--- src/rtl/lfsr_deser.sv ---
// lfsr_deser: assembles LSB-first serial words with gap detection; LFSR_DESER_EXPECT_CHECK_EN adds an expected-word compare
module lfsr_deser #(
  parameter int WIDTH   = 4,
  parameter int GAP_MAX = 2,
  parameter int CNT_W   = 8
) (
  input  logic             CLK,
  input  logic             RST,
  input  logic             ser_in,
  input  logic             ser_valid,
`ifdef LFSR_DESER_EXPECT_CHECK_EN
  input  logic [WIDTH-1:0] exp_word,
  output logic             mismatch,
`endif
  output logic [WIDTH-1:0] par_out,
  output logic             par_valid,
  output logic             frame_err,
  output logic             busy,
  output logic [CNT_W-1:0] word_cnt,
  output logic [CNT_W-1:0] err_cnt
);
  localparam int BW = $clog2(WIDTH + 1);
  localparam int GW = $clog2(GAP_MAX + 2);
  typedef enum logic {IDLE, COLLECT} state_t;
  state_t state, state_n;
  logic [WIDTH-1:0] shreg, shreg_n, word;
  logic [BW-1:0] bit_cnt, bit_n;
  logic [GW-1:0] gap_cnt, gap_n;
  logic done, abort;
  assign word = {ser_in, shreg[WIDTH-1:1]};
  assign busy = (state == COLLECT);
  always_comb begin
    state_n = state;
    shreg_n = shreg;
    bit_n   = bit_cnt;
    gap_n   = gap_cnt;
    done    = 1'b0;
    abort   = 1'b0;
    if (ser_valid) begin
      shreg_n = word;
      gap_n   = '0;
      if (state == IDLE) begin
        bit_n   = BW'(1);
        state_n = COLLECT;
      end else if (bit_cnt == BW'(WIDTH - 1)) begin
        done    = 1'b1;
        bit_n   = '0;
        state_n = IDLE;
      end else
        bit_n = bit_cnt + BW'(1);
    end else if (state == COLLECT) begin
      // a gap one longer than GAP_MAX breaks the frame
      if (gap_cnt == GW'(GAP_MAX)) begin
        abort   = 1'b1;
        state_n = IDLE;
        bit_n   = '0;
        gap_n   = '0;
        shreg_n = '0;
      end else
        gap_n = gap_cnt + GW'(1);
    end
  end
  always_ff @(posedge CLK) begin
    if (RST) begin
      state     <= IDLE;
      shreg     <= '0;
      bit_cnt   <= '0;
      gap_cnt   <= '0;
      par_out   <= '0;
      par_valid <= 1'b0;
      frame_err <= 1'b0;
      word_cnt  <= '0;
      err_cnt   <= '0;
    end else begin
      state     <= state_n;
      shreg     <= shreg_n;
      bit_cnt   <= bit_n;
      gap_cnt   <= gap_n;
      par_out   <= done ? word : par_out;
      par_valid <= done;
      frame_err <= abort;
      word_cnt  <= word_cnt + CNT_W'(done && word_cnt != '1);
      err_cnt   <= err_cnt + CNT_W'(abort && err_cnt != '1);
    end
  end
`ifdef LFSR_DESER_EXPECT_CHECK_EN
  always_ff @(posedge CLK)
    mismatch <= RST ? 1'b0 : (done && word != exp_word);
`endif
endmodule

--- config.mk ---
export PLATFORM = sky130hd
export DESIGN_NAME = lfsr_deser
export DESIGN_NICKNAME = d
export VERILOG_FILES = /design/src/rtl/lfsr_deser.sv
export SDC_FILE = /design/constraint.sdc
export NUM_CORES = 1
export LEC_CHECK = 0
export BUFFER_PORTS_ARGS = -buffer_cell sky130_fd_sc_hd__buf_2
export CORE_UTILIZATION = 56
export DETAILED_ROUTE_END_ITERATION = 8
export PLACE_DENSITY = 0.88
export SLEW_MARGIN = 40
export SYNTH_ARGS = -nofsm -noshare
export SYNTH_HDL_FRONTEND = slang
export SYNTH_SLANG_ARGS = --single-unit
--- constraint.sdc ---
create_clock -name CLK -period 3.5 [get_ports CLK]
set_input_delay 0.7 -clock CLK [delete_from_list [all_inputs] [get_ports CLK]]
set_output_delay 0.7 -clock CLK [all_outputs]
set_load 0.03 [all_outputs]
== Word level (Yosys, flattened, before mapping) ==
Cells that the tools add are included.
Cells by class
  $add $sub $neg: 4
  muxes and demuxes: 20
  equal/unequal tests: 4
  divide/modulo/power cells: 0
  bitwise operators: 0
  multiply operators: 0
  $lt $le $gt $ge: 0
  shifts and indexed selects: 0
  reduce and logical (&&, ||, !) cells: 6
Operators with widths (number)
  adder 8 x 1 -> 8 bit: 2
  inequality test 8 bit, second input constant: 2
  2-to-1 mux 3 bit: 5
  2-to-1 mux 4 bit: 3
  2-to-1 mux 1 bit: 11
  nonzero test 2 bit: 2
  adder 3 x 1 -> 3 bit, second input constant: 1
  == test 3 x 2 -> 1 bit, second input constant: 1
  adder 2 x 1 -> 2 bit, second input constant: 1
  == test 2 bit, second input constant: 1
  logical AND 1 bit: 2
  2-to-1 mux 2 bit: 1
  AND reduction 2 bit: 1
  OR reduction 2 bit: 1
Storage, ports and cells
  bits of input ports: 4
  bits in latches: 0
  memories: 0
  output and inout port bits: 23
  word-level logic and storage cells: 43
  RAM bits: 0
  memory bits (read-only): 0
  flip-flop bits (word level): 32

== Depth between registers and ports, before layout ==
Gate-level depths: netlist of the first run.
  depth in word-level cells: 6
  depth in mapped cells: 8
  gate-level depth less buffers: 8

== Least setup slack after synthesis of the first run ==
Ideal clock, no wire load.
  kind: reg2reg
  start point: register state (netlist: busy)
  end point: register word_cnt[4]
  setup time: 128 ps
  cell stages (with the launch flop): 9
  setup slack: 1458 ps
  arrival: 1915 ps
  period minus slack after synthesis: 2042 ps
  cells stage by stage: dfxtp_1 -> buf_4 -> nand4b_1 -> a31oi_1 -> ha_1 -> ha_1 -> nand3_1 -> xor2_1 -> nor2_1
Between the ends
  word-level cells in the longest chain between the ends: 4
Ends and longest elaborated chain
  from (decl): RTL line 25  | state_t state, state_n;
  from (signal assigned): RTL line 75  | state <= state_n;
  2-to-1 mux 1 bit: RTL line 42  | if (state == IDLE) begin
  2-to-1 mux 1 bit: RTL line 39  | if (ser_valid) begin
  logical AND 1 bit: RTL line 82  | word_cnt <= word_cnt + CNT_W'(done && word_cnt != '1);
  adder 8 x 1 -> 8 bit: RTL line 82
  to (signal assigned): RTL line 82
  to (decl): RTL line 19  | output logic [CNT_W-1:0] word_cnt,
No other way between the ends.
A chain may end at the register's enable or synchronous reset.

== Worst setup path after layout of the first run ==
  start point: input ser_valid
  end point: register word_cnt[4]
Between the ends
  word-level cells in the longest chain between the ends: 3
Ends and longest elaborated chain
  from (decl): RTL line 10  | input logic ser_valid,
  2-to-1 mux 1 bit: RTL line 39
  logical AND 1 bit: RTL line 82
  adder 8 x 1 -> 8 bit: RTL line 82
No other way between the ends.

==> results of run 1 <==
==> metal layers <==
| metal | vias to the layer above | GRT usage (%) | share of wire [%] |
|---|---|---|---|
| met5 | - | 0 | 0 |
| met4 | 0 | 8.571 | 1.5 |
| met3 | 6 | 11.11 | 4.8 |
| met2 | 22 | 35.59 | 47 |
| met1 | 472 | 27.43 | 47 |
| li1 | 522 | - | - |
==> state kept, by name (all words and copies together) (netlist names) <==
name       count
busy           1
err_cnt        8
bit_cnt        3
par_valid      1
shreg          3
frame_err      1
word_cnt       8
gap_cnt        2
par_out        4
==> kinds of logic (layout without fill, tap and decap cells) <==
| family | count (synthesis) | count (layout) |
|---|---|---|
| flip-flops | 31 | 31 |
| multiplexers | 5 | 5 |
| AND/OR/NAND/NOR | 54 | 54 |
| buffers and inverters | 8 | 37 |
| adder cells (fa/ha/maj) | 5 | 5 |
| AO/OA/AOI/OAI | 23 | 23 |
| XOR/XNOR | 6 | 6 |
==> synthesized netlist by cell type (all sizes together) <==
master	n	area share [%]
xnor2	2	1.4
inv	3	0.88
nand2b	1	0.49
nor3	4	2.0
a22o	4	2.7
and4	1	0.88
and3	1	0.49
mux2	1	0.88
nor2b	7	3.4
xor2	4	2.7
and3b	2	1.4
nand4b	1	0.68
nand4	3	2.0
a211o	1	0.68
a211oi	1	0.98
nor3b	1	0.59
buf	5	2.0
ha	5	4.9
a21bo	1	0.78
nor2	14	4.1
o21ai	5	2.0
a31o	1	0.68
a31oi	1	0.49
o22ai	1	0.49
nand2	4	1.2
dfxtp	31	48
or3	5	2.4
mux2i	4	3.1
nand3b	2	1.2
a21oi	8	3.1
nand3	8	3.1
==> path summary, 6_finish.rpt <==
check / start / to / depth (start not counted)
worst max-delay path: ser_valid / word_cnt[4] / 8
worst min-delay path: shreg[1] / shreg[1] / 1
worst max register to register: busy / word_cnt[4] / 7
worst min register to register: shreg[1] / shreg[1] / 1
==> cell type report <==
cell class                 count  area [um2]
tap                           27       33.78
clock inverter                 1       5.005
sequential                    31       620.6
timing repair buffer          26       130.1
inverter                       3       11.26
multi-input combinational     93       624.3
clock buffer                   7       45.04
fill                         161       591.8
==> worst max-delay path, cell delays in order <==
cell      delay [ns]
buf_2           0.21
nand4b_1        0.36
a31oi_1         0.27
ha_1            0.26
ha_1            0.27
nand3_1         0.11
xor2_1          0.15
nor2_1          0.05
==> power by group through the flow <==
stage	sequential, mW	combinational, mW	clock (mW)
floorplan	0.368	0.0188	0
global placement	0.368	0.0225	0
detailed placement	0.369	0.0232	0
CTS	0.360	0.0233	0.197
global route	0.361	0.0261	0.222
finish	0.361	0.0234	0.196
==> impl_metrics.yaml, run 1 <==
place:
  place_area_mm2: 0.001420
  dp_hpwl_um: 1717
  pre_cts_slack_ns: 0.9836
  io_buffers: 26
  dp.cells: 180
  gp_congestion: 0.8031
power_and_ir_drop:
  peakVddDrop_uv: 336.2
  swShare_pct: 23.65
  internal_power_mw: 0.4430
  power_mw: 0.5802
  pwr-share-clk_pct: 33.8
  pwr-share-comb_pct: 4.0
  p_leak_nw: 0.6802
  seq_power_share_pct: 62.1
  power_switching_mw: 0.1372
  power_density_mw_per_mm2: 394.6
yosys:
  muxShareOfSynthArea_pct: 4.000
  syn_avg_cell_area_um2: 9.716
  synth_xor_area_share_pct: 4.098
  synth_nets: 141
  yosysSeqAreaShare_pct: 48.39
  synth-adder-area-share_pct: 4.878
  synth-compound-area-share_pct: 11.90
  yosysWarnings: 0
  synth_cell_type_count: 36
  synth_cells: 132
  synthSimpleGateAreaFrac_pct: 23.80
  synth_seq_cells: 31
  synth_top_family_by_area: "simple AND/OR/NAND/NOR gates"
  synth_area_mm2: 0.001282
final_layout:
  final_common_cell: "dfxtp_1"
  utilization_pct: 71.30
  final_cells: 188
  nets: 169
  mostFrequentLayoutCells: "dfxtp_1, buf_2, nor2_1, nand3_1, a21oi_1"
  drive_above_1_share_pct: 24.22
  post-route-cell-area_mm2: 0.001470
  area_growth_pct: 14.63
  num_antenna_cells: 0
critical_path:
  critPathLaunchType: "input pin"
  arrival_ns: 2.39
  r2r_slack_ns: 1.39
  worst-setup-path-type: "input pin to register"
  cp.required_ns: 3.72
  end_kind: "register"
  path_max_fanout: 13
floorplanning:
  core-area_mm2: 0.002062
  die_area_mm2: 0.002486
  initial_utilization_pct: 62.20
  die_w_um: 49.86
  ios: 27
  rows: 16
  die_height_um: 49.86
global_routing:
  grt_pass1_vias: 930
  grt_use_total_pct: 23.01
  antenna_found_initial: 0
  grt_max_degree: 32
  grt_remaining_overflow: 0
  grt_pass1_wl_um: 4112
clock_tree:
  cts_sinks: 31
  root_buffer: "clkbuf_4"
  clk_latency_ns: 0.34
  post_cts_resized: 0
  cts.clk_slew.worst_paths_ns: 0.09
  cts_made_buffers: 5
  cts_tree: "done"
  post_cts_buffers: 0
  hold_buffers: 0
  cts_buffer_depth: 2
  h-tree-depth: 2
timing:
  worst_slew_pin_slew_ns: 0.5370
  fin_crit_sh_pct: 62.09
  finalHoldViolations: 0
  relSlewSlack_pct: 64.20
  fmax_mhz: 460.2
  setup_violations: 0
  slew_viol_final: 0
  rsz0062_at_grt: "false"
  whs_ns: 0.4936
  setup_tns_ns: 0
  layout_min_cycle_time_ns: 2.173
  timing.final.ws_setup_ns: 1.327
  final.setup_skew_ns: 0.008496
route:
  wirelength_um: 2466
  drt_first_pass_iters: 4
  vias: 1022
  via_per_inst: 5.436
  antenna_left: 0
  remaining_drc_errors: 0
  wl_per_cell_um: 13.12
  drt_iter0_drc: 18
job:
  maxCapViolCount: 0
worst_hold_path:
  holdCritPathClass: "register to register"
outcome:
  status: "finished, final reports clean"
Power figures use the tool's default switching activity.
==> run 2, diff against run 1 <==
--- a/config.mk
+++ b/config.mk
@@ -5,10 +5,11 @@
 export SDC_FILE = /design/constraint.sdc
 export NUM_CORES = 1
 export LEC_CHECK = 0
+export ABC_AREA = 1
 export BUFFER_PORTS_ARGS = -buffer_cell sky130_fd_sc_hd__buf_2
-export CORE_UTILIZATION = 56
+export CORE_UTILIZATION = 53
 export DETAILED_ROUTE_END_ITERATION = 8
-export PLACE_DENSITY = 0.88
+export PLACE_DENSITY = 0.83
 export SLEW_MARGIN = 40
 export SYNTH_ARGS = -nofsm -noshare
 export SYNTH_HDL_FRONTEND = slang
==> constraint.sdc (replaced) <==
create_clock -name CLK -period 2.3 [get_ports CLK]
set_input_delay 0.46 -clock CLK [delete_from_list [all_inputs] [get_ports CLK]]
set_output_delay 0.46 -clock CLK [all_outputs]
set_load 0.03 [all_outputs]
==> run 2 against run 1 <==
Net effect: sequential share of layout area shrank 1.5 points; sequential power grew 52%; utilization shrank 4.9 points; flip-flop and latch count is the same; design area grew 3.7%; wire length grew 5.5%; via count grew 17%; largest cell class is now sequential cells; combinational power grew 85%; clock power grew 63%.
==> impl_metrics.yaml, run 2 <==
outcome:
  status: "finished, final reports clean"
power_and_ir_drop:
  peakVddDrop_uv: 450.1
  power_mw: 0.9096
  p_leak_nw: 0.7112
  power_density_mw_per_mm2: 596.4
clock_tree:
  root_buffer: "clkbuf_4"
  h-tree-depth: 2
  post_cts_buffers: 0
  post_cts_resized: 0
  cts_made_buffers: 5
  cts_buffer_depth: 2
  hold_buffers: 0
  cts_tree: "done"
  cts.clk_slew.worst_paths_ns: 0.10
  clk_latency_ns: 0.33
  cts_sinks: 31
critical_path:
  arrival_ns: 2.05
  end_kind: "register"
  worst-setup-path-type: "register to register"
  critPathLaunchType: "register"
  path_max_fanout: 7
  cp.required_ns: 2.53
yosys:
  synth_edf_count: 0
  syn_avg_cell_area_um2: 7.629
  synth_top_family_by_area: "simple AND/OR/NAND/NOR gates"
  synth_cell_type_count: 20
  synth_area_mm2: 0.001335
  synth_xor_area_share_pct: 0.6560
  yosys-top-cells-count: "nand2_1, dfxtp_1, nor2_1"
  synth_nets: 184
  synth-compound-area-share_pct: 7.873
  yosysWarnings: 0
  synth_cells: 175
  synthMostInstantiatedCell: "nand2_1"
  synth_seq_cells: 31
  synthSimpleGateAreaFrac_pct: 31.77
  ys_async_sr_fraction_pct: 0
  synthTopCellsByArea: "dfxtp_1, nand2_1, nand3_1"
  synth-adder-area-share_pct: 4.686
  muxShareOfSynthArea_pct: 0
  ys.flop_type: "dfxtp_1"
  synth_area_leader_cell: "dfxtp_1"
  yosysTopAreaCellShare_pct: 46.49
  yosysSeqAreaShare_pct: 46.49
route:
  drt_iter0_drc: 34
  remaining_drc_errors: 0
  wirelength_um: 2601
  wl_per_cell_um: 11.16
  drt_first_pass_iters: 4
  via_per_inst: 5.142
  vias: 1198
  antenna_left: 0
floorplanning:
  initial_utilization_pct: 58.12
  ios: 27
  die_height_um: 52.19
  die_w_um: 52.19
  rows: 17
  die_area_mm2: 0.002724
  core-area_mm2: 0.002297
final_layout:
  largest_registers: "err_cnt (8), word_cnt (8), par_out (4)"
  num_antenna_cells: 0
  area_growth_pct: 14.25
  utilization_pct: 66.39
  nets: 214
  final_cells: 233
  mostFrequentLayoutCells: "nand2_1, dfxtp_1, buf_2, nor2_1, nand3_1"
  drive_above_1_share_pct: 20.49
  post-route-cell-area_mm2: 0.001525
  final_common_cell: "nand2_1"
place:
  place_area_mm2: 0.001469
  pre_cts_slack_ns: 0.4434
  dp.cells: 226
  gp_congestion: 0.8085
  io_buffers: 26
  dp_hpwl_um: 1878
timing:
  rsz0062_at_grt: "false"
  worst_slew_pin_slew_ns: 0.3199
  layout_min_cycle_time_ns: 1.820
  timing.final.ws_setup_ns: 0.4796
  slew_viol_final: 0
  finalHoldViolations: 0
  relSlewSlack_pct: 78.68
  fin_crit_sh_pct: 79.15
  fmax_mhz: 549.3
  setup_tns_ns: 0
  setup_violations: 0
  whs_ns: 0.3393
  final.setup_skew_ns: 0.01075
worst_hold_path:
  holdCritPathClass: "input pin to register"
global_routing:
  antenna_found_initial: 0
  grt_pass1_vias: 1011
  grt_max_degree: 16
  grt_pass1_wl_um: 4319
  grt_remaining_overflow: 0
  grt_use_total_pct: 22.28
job:
  maxCapViolCount: 0
==> run 2: cell count changes after synthesis, sizes merged, moves of 3 or more <==
cell / change
a21oi: +8
a22o: -4
inv: +17
mux2i: -4
nand2: +39
nand3: +12
nor2: +14
nor2b: -7
nor3: -3
o21ai: -3
or3: -5
xor2: -3
==> run 2: final timing paths <==
check        startpoint           to  slack, ns  depth (start not counted)
min              ser_in   par_out[3]       0.34                          3
max reg2reg  bit_cnt[0]  word_cnt[4]       0.48                          8
max          bit_cnt[0]  word_cnt[4]       0.48                          8
min reg2reg    shreg[3]   par_out[2]       0.46                          2
==> run 2: power breakdown <==
part           switching, mW  internal (mW)
combinational         0.0307         0.0128
clock                  0.178          0.141
sequential           0.00425          0.542
total                  0.213          0.697
==> run 2: cells by family after synthesis <==
| group | Yosys count |
|---|---|
| AND/OR/NAND/NOR | 94 |
| flip-flops | 31 |
| buffers and inverters | 24 |
| AO/OA/AOI/OAI | 20 |
| adder cells (fa/ha/maj) | 5 |
| XOR/XNOR | 1 |
==> run 2: routing by layer <==
metal,GRT usage [%],part of all wire (%),vias to the layer above,routed length [um]
met5,0,0,-,0
met4,13.60,2.0,0,51
met3,5.217,3.9,5,101
met2,36.32,47,29,1230
met1,26.32,47,546,1218
li1,-,-,618,-
==> run 2: cell type report <==
type | count | area (um2)
fill | 196 | 772.0
sequential | 31 | 620.6
tap | 28 | 35.03
clock buffer | 6 | 51.30
timing repair buffer | 27 | 137.6
multi-input combinational | 120 | 600.6
inverter | 20 | 75.07
clock inverter | 1 | 5.005
==> run 2: critical path, stage by stage (launching register included) <==
cell	delay [ns]
dfxtp_1	0.38
ha_1	0.26
nand4_4	0.19
a21oi_1	0.16
ha_1	0.20
ha_1	0.22
nand2_1	0.08
o21ai_0	0.17
a21oi_1	0.06
==> run 3, diff against run 2 <==
--- a/config.mk
+++ b/config.mk
@@ -7,9 +7,9 @@
 export LEC_CHECK = 0
 export ABC_AREA = 1
 export BUFFER_PORTS_ARGS = -buffer_cell sky130_fd_sc_hd__buf_2
-export CORE_UTILIZATION = 53
+export CORE_UTILIZATION = 48
 export DETAILED_ROUTE_END_ITERATION = 8
-export PLACE_DENSITY = 0.83
+export PLACE_DENSITY = 0.8
 export SLEW_MARGIN = 40
 export SYNTH_ARGS = -nofsm -noshare
 export SYNTH_HDL_FRONTEND = slang
==> constraint.sdc (replaced) <==
create_clock -name CLK -period 1.6 [get_ports CLK]
set_input_delay 0.32 -clock CLK [delete_from_list [all_inputs] [get_ports CLK]]
set_output_delay 0.32 -clock CLK [all_outputs]
set_load 0.03 [all_outputs]
==> run 3 against run 2 <==
Net effect: count of clock-buffer cells in the layout rose by 2; non-clock buffer count rose by 10; clock skew barely moved; flip-flop and latch count did not move; design area rose by 15%.
==> impl_metrics.yaml, run 3 (synthesis results as in run 2) <==
outcome:
  status: "finished, final reports clean"
power_and_ir_drop:
  swShare_pct: 22.98
  pwr-share-clk_pct: 37.3
  power_switching_mw: 0.3191
  power_density_mw_per_mm2: 793.1
  seq_power_share_pct: 56.7
  p_leak_nw: 0.7584
  pwr-share-comb_pct: 6.0
  peakVddDrop_uv: 697.7
  internal_power_mw: 1.069
critical_path:
  crit_slowest_cell: "dfxtp_2"
  path_delay_family: "adder cells"
  worst-setup-path-type: "register to register"
  r2r_slack_ns: 0.08
  reg2reg_from: "bit_cnt[0]"
  path_buf_inv: 1
  crit_chain: "ha_4 > nand4_4 > a21oi_2 > ha_4 > ha_4 > nand2_2 > inv_2 > nand2_1 > a21oi_1"
  cp.required_ns: 1.85
  path_max_fanout: 4
  cp-startpoint: "bit_cnt[0]"
  arrival_ns: 1.77
  critPathLaunchType: "register"
  max_stage_delay_ns: 0.37
  end_kind: "register"
  cpMostUsedCell: "ha_4"
route:
  vias: 1274
  wl_per_cell_um: 12.43
  via_per_inst: 5.179
  wirelength_um: 3059
  drt_iter0_drc: 23
  drt_first_pass_iters: 4
  remaining_drc_errors: 0
  antenna_left: 0
global_routing:
  grt_max_degree: 16
  grt_remaining_overflow: 0
  grt_pass1_vias: 1172
  antenna_found_initial: 0
  grt_pass1_wl_um: 4857
  grt_use_total_pct: 23.39
clock_tree:
  cts_sinks: 31
  cts.clk_slew.worst_paths_ns: 0.09
  hold_buffers: 0
  h-tree-depth: 2
  cts_buffer_depth: 2
  clk_latency_ns: 0.33
  cts_made_buffers: 5
  cts_tree: "done"
  root_buffer: "clkbuf_4"
floorplanning:
  die_w_um: 54.74
  core-area_mm2: 0.002545
  ios: 27
  die_height_um: 54.74
  rows: 18
  die_area_mm2: 0.002996
  initial_utilization_pct: 52.46
final_layout:
  seq_area_um2: 643.1
  area_growth_pct: 31.12
  largest_registers: "err_cnt (8), word_cnt (8), par_out (4)"
  mostFrequentLayoutCells: "nand2_1, buf_2, nor2_1, dfxtp_1, nand3_1"
  nets: 224
  num_antenna_cells: 0
  multiInputGateArea_um2: 700.7
  drive_above_1_share_pct: 36.11
  utilization_pct: 68.78
  final_common_cell: "nand2_1"
  fillers: 205
worst_hold_path:
  holdCritPathClass: "input pin to register"
  hp-start: "ser_in"
timing:
  finalHoldViolations: 0
  rsz0062_at_grt: "true"
  layout_min_cycle_time_ns: 1.519
  fin_crit_sh_pct: 94.92
  whs_ns: 0.2058
  relSlewSlack_pct: 80.41
  fmax_mhz: 658.4
  slew_viol_final: 0
  setup_violations: 0
  worst_slew_pin_slew_ns: 0.2934
  final.setup_skew_ns: 0.01039
place:
  io_buffers: 26
  dp_hpwl_um: 2094
  gp_congestion: 0.7942
job:
  maxCapViolCount: 0
-- run 3: cell count changes in the layout (fill, tap and decap cells not counted), sizes merged --
cell and delta:
clkbuf +2, clkinv -1, buf +10
-- run 3: worst reg2reg max path: cells and delay by family (launching register included) --
family / cells / cell delay (ns)
flip-flops: 1 / 0.37
AND/OR/NAND/NOR: 3 / 0.22
buffers and inverters: 1 / 0.06
adder cells (fa/ha/maj): 3 / 0.52
AO/OA/AOI/OAI: 2 / 0.29
-- run 3: layout make-up --
cell class                      count  share of cell area, %
Clock buffer                        8                  3.931
Multi-Input combinational cell    120                  40.03
Timing Repair Buffer               37                  12.87
Sequential cell                    31                  36.74
Tap cell                           30                  2.144
Inverter                           20                  4.289
-- run 3: repair_timing --
item	CTS	global route
gates cloned	0	0
endpoints found under the setup margin	4	11
resized for setup	7	18
buffers inserted	2	2
pin swaps	1	6
-- run 3: metrics by stage --
stage	setup TNS (ns)	cell area [um2]	setup slack, ns	total power, mW	cells
2_1_floorplan	0	1361	0.003181	0.8553	175
3_3_place_gp	0	1543	0.04112	0.8692	234
3_5_place_dp	-0.08874	1543	-0.05763	0.8746	234
4_1_cts	0	1668	0.005434	1.400	244
5_1_grt	-0.02653	1750	-0.01347	1.439	246
6_report	0	1750	0.08125	1.388	246
-- run 3: metal layers --
metal	vias up	wire length (um)	global-route usage (%)	part of all wire [%]
met5	-	0	0	0
met4	0	68	10.26	2.2
met3	10	130	9.722	4.2
met2	35	1555	38.76	51
met1	586	1304	25.83	43
li1	643	-	-	-
-- run 3: worst paths after layout --
path	end	depth (start not counted)
worst min-delay path	par_out[3]	3
worst max register to register	word_cnt[4]	9
worst min register to register	word_cnt[4]	2
worst max-delay path	word_cnt[4]	9
-- run 3: power groups by stage --
stage | clock network (mW) | logic, mW | registers (mW)
6_report | 0.518 | 0.0834 | 0.787
3_5_place_dp | 0 | 0.0661 | 0.809
5_1_grt | 0.558 | 0.0922 | 0.788
4_1_cts | 0.528 | 0.0818 | 0.789
2_1_floorplan | 0 | 0.0486 | 0.807
3_3_place_gp | 0 | 0.0616 | 0.808
